$ cat src/rtl/rk16_intc_pkg.sv
// rk16_intc_pkg: shared types and constants for the RK16 interrupt controller.
// Optional build macro used by this block: RK16_INTC_RR_EN (round-robin selection).
package rk16_intc_pkg;

   // Upper bound on the number of request lines a controller instance may have.
   localparam int INTC_MAX_SRC = 16;

   // Controller states:
   //   IDLE    - waiting for an eligible pending request
   //   FIRE    - intr asserted toward the pfc, waiting for a committed step
   //   SERVICE - handler running, waiting for an iret step
   typedef enum logic [1:0] {
      IDLE    = 2'd0,
      FIRE    = 2'd1,
      SERVICE = 2'd2
   } intc_state_t;

endpackage

$ cat src/rtl/rk16_intc_arb.sv
// rk16_intc_arb: combinational request selector for rk16_intc.
// Scans the request vector starting at ptr, wrapping modulo N_SRC, and grants
// the first set bit.  A constant ptr of 0 gives fixed lowest-index priority.
module rk16_intc_arb #(
   parameter int N_SRC = 4,
   parameter int CW    = $clog2(N_SRC)
) (
   input  logic [N_SRC-1:0] req,
   input  logic [CW-1:0]    ptr,
   output logic             gnt_valid,
   output logic [CW-1:0]    gnt_idx
);

   int j;

   // Rotating scan: first requester at or after ptr wins.
   always_comb begin
      gnt_valid = 1'b0;
      gnt_idx   = '0;
      j         = 0;
      for (int k = 0; k < N_SRC; k++) begin
         j = (int'(ptr) + k) % N_SRC;
         if (!gnt_valid && req[j]) begin
            gnt_valid = 1'b1;
            gnt_idx   = CW'(j);
         end
      end
   end

endmodule

$ cat src/rtl/rk16_intc.sv
// rk16_intc: interrupt controller between peripheral request lines and the
// RK16 program flow controller.  Rising edges on irq are latched into pending,
// qualified by mask and the global enable ie, and one source is selected and
// signalled on intr.  Build macro RK16_INTC_RR_EN selects round-robin instead
// of fixed lowest-index priority; ports and timing are the same either way.
//
// Handshake with the pfc: intr is a registered request that stays high while
// in FIRE; the pfc accepts it on the first rising edge with step=1, after which
// intr drops and busy rises.  The handler ends service with a step that also
// carries iret=1; iret without step, or outside SERVICE, has no effect.
module rk16_intc
   import rk16_intc_pkg::*;
#(
   parameter int N_SRC = 4,
   parameter int CW    = $clog2(N_SRC)
) (
   input  logic             clk_pc,
   input  logic             rst_n,
   input  logic [N_SRC-1:0] irq,
   input  logic             step,
   input  logic             iret,
   input  logic             ie_we,
   input  logic             ie_wdata,
   input  logic             mask_we,
   input  logic [N_SRC-1:0] mask_wdata,
   output logic             intr,
   output logic [CW-1:0]    cause,
   output logic             busy,
   output logic [N_SRC-1:0] pending,
   output logic [1:0]       state_dbg
);

   intc_state_t      state;
   intc_state_t      state_nxt;
   logic [N_SRC-1:0] irq_q;
   logic [N_SRC-1:0] mask;
   logic             ie;
   logic [N_SRC-1:0] rise;
   logic [N_SRC-1:0] eligible;
   logic [N_SRC-1:0] pending_nxt;
   logic [CW-1:0]    arb_ptr;
   logic             gnt_valid;
   logic [CW-1:0]    gnt_idx;
   logic             take;

   assign rise     = irq & ~irq_q;
   assign eligible = pending & mask;
   assign state_dbg = state;

`ifdef RK16_INTC_RR_EN
   // Search begins just past the most recently serviced source; cause only
   // changes on FIRE entry, so the pointer advances exactly then.
   assign arb_ptr = (cause == CW'(N_SRC - 1)) ? '0 : cause + CW'(1);
`else
   // Fixed priority: always start the scan at source 0.
   assign arb_ptr = '0;
`endif

   rk16_intc_arb #(
      .N_SRC (N_SRC),
      .CW    (CW)
   ) u_arb (
      .req       (eligible),
      .ptr       (arb_ptr),
      .gnt_valid (gnt_valid),
      .gnt_idx   (gnt_idx)
   );

   // Next-state decode; take marks the IDLE->FIRE transition.
   always_comb begin
      state_nxt = state;
      take      = 1'b0;
      case (state)
         IDLE: begin
            if (ie && gnt_valid) begin
               take      = 1'b1;
               state_nxt = FIRE;
            end
         end
         FIRE: begin
            if (step) begin
               state_nxt = SERVICE;
            end
         end
         SERVICE: begin
            if (step && iret) begin
               state_nxt = IDLE;
            end
         end
         default: state_nxt = IDLE;
      endcase
   end

   // Pending update: clear the granted bit, then OR in new rises so a rise
   // coinciding with the clear of the same bit keeps it set.
   always_comb begin
      pending_nxt = pending;
      if (take) begin
         pending_nxt[gnt_idx] = 1'b0;
      end
      pending_nxt = pending_nxt | rise;
   end

   // Edge-detect history; zero at reset so a line high out of reset pends once.
   always_ff @(posedge clk_pc or negedge rst_n) begin
      if (!rst_n) begin
         irq_q <= '0;
      end else begin
         irq_q <= irq;
      end
   end

   // Software-visible configuration; new values steer the next cycle's decision.
   always_ff @(posedge clk_pc or negedge rst_n) begin
      if (!rst_n) begin
         mask <= '0;
         ie   <= 1'b0;
      end else begin
         if (mask_we) begin
            mask <= mask_wdata;
         end
         if (ie_we) begin
            ie <= ie_wdata;
         end
      end
   end

   // Latched requests awaiting service.
   always_ff @(posedge clk_pc or negedge rst_n) begin
      if (!rst_n) begin
         pending <= '0;
      end else begin
         pending <= pending_nxt;
      end
   end

   // FSM state register.
   always_ff @(posedge clk_pc or negedge rst_n) begin
      if (!rst_n) begin
         state <= IDLE;
      end else begin
         state <= state_nxt;
      end
   end

   // Serviced-source index, captured on FIRE entry and held until the next one.
   always_ff @(posedge clk_pc or negedge rst_n) begin
      if (!rst_n) begin
         cause <= '0;
      end else if (take) begin
         cause <= gnt_idx;
      end
   end

   // intr and busy come straight from flops so they never glitch.
   always_ff @(posedge clk_pc or negedge rst_n) begin
      if (!rst_n) begin
         intr <= 1'b0;
         busy <= 1'b0;
      end else begin
         intr <= (state_nxt == FIRE);
         busy <= (state_nxt == SERVICE);
      end
   end

endmodule

$ cat config.mk
export PLATFORM = sky130hd
export DESIGN_NAME = rk16_intc
export DESIGN_NICKNAME = d
export VERILOG_FILES = /design/src/rtl/rk16_intc_pkg.sv /design/src/rtl/rk16_intc_arb.sv /design/src/rtl/rk16_intc.sv
export SDC_FILE = /design/constraint.sdc
export NUM_CORES = 1
export LEC_CHECK = 0
export ABC_CLOCK_PERIOD_IN_PS = 1500
export CAP_MARGIN = 30
export CORE_ASPECT_RATIO = 1.25
export CORE_MARGIN = 2
export CORE_UTILIZATION = 43
export DETAILED_ROUTE_END_ITERATION = 12
export PLACE_DENSITY = 0.76
export SLEW_MARGIN = 20
export SYNTH_ARGS = -nofsm -noshare
export SYNTH_HDL_FRONTEND = slang
export SYNTH_SLANG_ARGS = --single-unit
$ cat constraint.sdc
create_clock -name clk_pc -period 1.5 [get_ports clk_pc]
set_input_delay 0.3 -clock clk_pc [delete_from_list [all_inputs] [get_ports clk_pc]]
set_output_delay 0.3 -clock clk_pc [all_outputs]
set_load 0.01 [all_outputs]
==> flow_summary.json <==
{
  "row_count": 16,
  "ir_drop_mv": 0.8475,
  "power.density_nw_per_um2": 1493,
  "syn_inst": 58,
  "io_pins": 25,
  "async_flop_share": 1.000,
  "yosysWarnings": 0,
  "dr.first_iter.drc_count": 2,
  "slew_viol_final": 0,
  "synth-edff-count": 0,
  "synth_top_area_cell": "dfrtp_1",
  "synthSimpleGateAreaFrac": 0.09475,
  "power_mw": 1.593,
  "clockBufferDepth": 2,
  "path_class": "reg -> out",
  "start_util": 0.4676,
  "r2r_slack_ns": 0.14,
  "num_vias": 563,
  "fin_tns_setup_ns": 0,
  "setup_viol_count_final": 0,
  "wl_met1_um": 582,
  "synth_top_area_share": 0.6430,
  "drive_gt1_frac": 0.1556,
  "cts_tree": "built",
  "crit_path_start_kind": "flip-flop",
  "slowest_delay_ns": 0.52,
  "fin_nets": 106,
  "reg2reg_from": "state_dbg[1]$_DFF_PN0_",
  "place_congestion": 0.7472,
  "tightest_slew_ns": 0.3827,
  "postSynthAreaPerCell_um2": 12.75,
  "hold_slack_ns": 0.3462,
  "synth.area.mux_share": 0.07614,
  "cp_data_required_time_ns": 1.20,
  "drt_wl_total_um": 1555,
  "antenna_found_initial": 0,
  "ant_nets": 0,
  "syn_area_um2": 739.5,
  "cts-buffers-inserted": 3,
  "cts_sinks": 19,
  "dp_hpwl_um": 1143,
  "synth_adder_area_share": 0,
  "yosysMostFrequentCell": "dfrtp_1",
  "synth_top_flop_cell": "dfrtp_1",
  "port_buffers": 24,
  "firstDrtPassIters": 3,
  "cap_violations": 0,
  "cts_root_buf": "clkbuf_4",
  "diodes": 0,
  "grt_max_degree": 20,
  "grt_pass1_wl_um": 2511,
  "avgRoutedWirePerCell_um": 14.40,
  "clock.fmax_ghz": 0.6987,
  "wl_met3_um": 106,
  "die_w_um": 41.09,
  "cp_cell_sequence": "clkdlybuf4s50_1",
  "fp.dieArea_um2": 2070,
  "rsz0062_at_grt": "false",
  "synth-compound-area-share": 0.1607,
  "hold_viol_final": 0,
  "grt_pass1_vias": 574,
  "overflow": 0,
  "p_leak_nw": 0.5175,
  "ys_types": 14,
  "status": "complete, no violations",
  "layout_min_cycle_time_ns": 1.431,
  "synth_seq_cells": 19,
  "timing.rr.end": "pending[2]$_DFF_PN0_",
  "slew_headroom": 0.7446,
  "worst-path-buf-inv": 1,
  "critPathTopFamily": "buffers and inverters",
  "synth_common_cells": "dfrtp_1 (19), a22o_1 (7), o21ai_0 (6)",
  "crit_fanout": 1,
  "ys_seq_area_frac": 0.6430,
  "yosys-top-cells-area": "dfrtp_1 (64%), a22o_1 (8.3%), mux2_2 (7.6%)",
  "syn2layout_area_growth_pct": 44.33,
  "finalClockSkew_ns": 0.003821,
  "fp.dieH_um": 50.37,
  "crit_arrival_ns": 1.13,
  "synth_xor_area_frac": 0,
  "synth_top_family_by_area": "compound AO/OA/AOI/OAI gates",
  "via_per_inst": 5.213,
  "insertion_delay_ns": 0.28,
  "post-route-period-util": 0.9542,
  "cts.clk_slew.worst_paths_ns": 0.10,
  "drc": 0,
  "syn-num-nets": 73,
  "design.core.area_um2": 1582,
  "wl_met2_um": 844,
  "hp-class": "in -> async",
  "cp-end-kind": "output port",
  "htree_levels": 1,
  "grt_use_total": 0.1783,
  "slowest_stage": "clkdlybuf4s50_1",
  "reg2regPathDepth": 4,
  "top_layer_used": "met4"
}
==> placed cells by master, fill, tap and decap left out, drive strengths merged <==
cell type / n
clkbuf: 4
o21ai: 6
clkdlybuf4s50: 15
a22oi: 1
dlygate4sd2: 4
nand3: 2
a22o: 7
mux2: 5
a21oi: 4
nand2: 4
nand3b: 1
dlymetal6s2s: 5
nand4: 1
inv: 5
dfrtp: 19
nand2b: 1
and2: 1
buf: 4
nor3b: 1
==> cell families after synthesis <==
kind of cell           count (synthesis)
DFF                                   19
AOI/OAI and AO/OA                     18
and+or+nand+nor                       11
muxes                                  5
buffers and inverters                  5
==> power by group <==
group / total (mW) / internal [mW] / switching (mW)
sequential: 0.741 / 0.646 / 0.0952
combinational: 0.611 / 0.336 / 0.274
clock: 0.241 / 0.103 / 0.138
total: 1.59 / 1.09 / 0.508
==> final cells by class <==
cell class | instances | area (µm²)
well taps | 18 | 22.52
clock buffers | 4 | 26.28
flip-flops and latches | 19 | 476.7
multi-input cells | 34 | 245.2
fillers | 140 | 514.2
repair buffers | 28 | 277.8
inverters | 5 | 18.77
==> through the flow <==
step                      std cells  area, µm²    util  worst slack, ns
final                           108       1067  0.6748          0.06868
after floorplan                  58      739.5       -           0.3212
after CTS                       108       1055  0.6669         0.004145
after detailed placement        101       1010  0.6384           0.1515
after global placement          101       1010  0.6384           0.1872
after global routing            108       1067  0.6748          0.01446
==> how the worst max path moves through the flow <==
stage	from	end	slack, ns	cells past startpoint
5_1_grt	intr$_DFF_PN0_	intr	0.01	1
2_1_floorplan	state_dbg[1]$_DFF_PN0_	pending[3]$_DFF_PN0_	0.32	3
3_3_place_gp	mask_we	mask[2]$_DFFE_PN0P_	0.19	2
4_1_cts	cause[0]$_DFFE_PN0P_	cause[0]	0.004	1
3_5_place_dp	mask_we	mask[3]$_DFFE_PN0P_	0.15	2
6_report	intr$_DFF_PN0_	intr	0.07	1
==> flip-flops by register name (all words and copies together), names as in the netlist <==
name,flops
irq_q,4
mask,4
pending,4
cause,2
state_dbg,2
busy,1
ie,1
intr,1
==> layer usage <==
metal  GRT usage  up-vias
met1      0.2047      274
met3     0.03982        2
met5           0        -
li1            -      270
met2      0.3047       17
met4     0.06452        0
==> repair_timing <==
action,in CTS,in global routing
hold buffers,0,0
gates resized for setup,5,5
setup buffers,3,0
setup endpoints to repair,6,5
Note: power is estimated with default switching activity, not from simulation.
==> variant, RTL diff (config.mk and constraints unchanged) <==
The output `intr` loses its register stage (`intr` becomes a continuous assignment). Comments in the files are not updated.
--- a/src/rtl/rk16_intc.sv
+++ b/src/rtl/rk16_intc.sv
@@ -157,6 +157,4 @@
       if (!rst_n) begin
-         intr <= 1'b0;
          busy <= 1'b0;
       end else begin
-         intr <= (state_nxt == FIRE);
          busy <= (state_nxt == SERVICE);
@@ -165,2 +163,4 @@
 
+   assign intr = (state_nxt == FIRE);
+
 endmodule
Function: changed (a bounded check fails within 4 cycles, from zero or initial values and one cycle with rst_n low).
==> variant against the unedited design <==
  * Synthesized area is 3.2% lower
  * Synthesized cell count is 1.7% lower
  * Setup slack worse by 0.20 ns
  * Largest power group is now combinational cells
  * Die area is 2.9% lower
  * Critical path depth is 3 higher
  * Final area is 3.4% higher
  * Wire length is 1.4% lower
  * Sequential power is 7.6% lower
  * The run now ends with setup timing left
  * Power is 4.6% higher
  * Via count is 8.0% higher
  * Sequential cell count is 1 lower
  * First-iteration DRC count grew to 8.0 times the old value
  * Core utilization is 3.2 points higher
==> variant: results (changes against the unedited design) <==
| Metric | Value |
|---|---|
| Status | complete, but fails checks |
| Violated checks | setup timing |
| Setup WS pre-CTS | -0.264 ns (-0.415 ns) |
| GR Layer Usage met1 | 0.216 (+0.0117) |
| Internal power | 1.13 mW (+4.2%) |
| Final worst slack | -0.135 ns (-0.203 ns) |
| Starting DRC count in detailed routing | 16 (+14) |
| DR WL/cell | 13.2 µm (-8.2%) |
| Crit Path Max Fanout | 2 (+1) |
| DP HPWL | 1180 µm (+3.2%) |
| Switching power | 0.535 mW (+5.4%) |
| Reg power frac | 0.411 (-0.054) |
| Setup crit start | mask[0] |
| Worst vdd ir | 0.000790 V (-6.8%) |
| Rel. slew slack | 0.846 (+0.101) |
| CP arrival | 1.33 ns (+0.20 ns) |
| Worst setup endpoint | intr |
| Layout Nets | 114 (+7.5%) |
| Worst path slowest cell | dfrtp_1 |
| Seq/Total Area, Yosys | 0.629 (-0.0136) |
| Final setup vio count | 1 (+1) |
| First-pass GRT wire length | 2640 µm (+5.2%) |
| Gp weighted congestion | 0.804 (+7.6%) |
| Tot GR Track Use | 0.191 (+0.0127) |
| Area contributors post-synth | dfrtp_1 63%, a22o_1 8.6%, mux2_2 7.9% |
| TritonRoute pass-1 iters | 4 (+1) |
| Post-Syn Nets | 72 (-1.4%) |
| R2r endpoint | pending[3] |
| R2r setup slk | 0.24 ns (+0.10 ns) |
| Post-synth top cells | 18 x dfrtp_1, 7 x a22o_1, 6 x o21ai_0 |
| GR Util met3 | 0.0315 (-0.00829) |
| Non-filler instance count after layout | 116 (+7.4%) |
| Hold slack | 0.324 ns (-0.0221 ns) |
| Setup Skew | 0.00702 ns (+0.00320 ns) |
| Share of cells above drive strength 1 | 0.255 (+0.0995) |
| RR Startpoint | state_dbg[0] |
| Clk Latency, worst-skew pair | 0.30 ns (+0.02 ns) |
| Postcts setup bufs | 0 (-3) |
| Vias post-DR | 608 (+8.0%) |
| Power share of the combinational group | 0.413 (+0.030) |
| Vias in the first global route | 650 (+13%) |
| Post-synthesis cell count | 57 (-1.7%) |
| Largest net degree at the start of global routing | 19 (-5.0%) |
| Routing usage on met2 | 0.320 (+0.0154) |
| Top delay family on crit path | compound AO/OA/AOI/OAI gates |
-- variant: layout make-up --
class                   count  area [µm²]
fillers                   114         458
clock buffers               4        36.3
inverters                   5        18.8
repair buffers             37         325
flip-flops and latches     18         450
well taps                  18        22.5
multi-input cells          34         250
-- variant: timing repair --
item                                    CTS  global route
pin swaps                                 2             2
gates resized for setup                  15             1
endpoints found under the setup margin    9             2
endpoints found under the hold margin     0             0
-- variant: cell families (layout without fill, tap and decap cells) --
group	count (synthesis)	in the layout	share of synthesized area
DFF	18	18	0.629
AOI/OAI and AO/OA	18	18	0.166
muxes	5	5	0.0787
buffers and inverters	5	46	0.0262
and+or+nand+nor	11	11	0.0997
-- variant: layer usage --
metal  part of all wire  up-vias
li1                   -      291
met1               0.41      292
met2               0.51       23
met3              0.065        2
met4              0.014        0
met5                  0        -
-- variant: through the flow --
step	area (µm²)	TNS [ns]
after floorplan	716	0
after global placement	1080	-0.219
after detailed placement	1080	-0.264
after CTS	1100	-0.133
after global routing	1100	-0.199
final	1100	-0.135
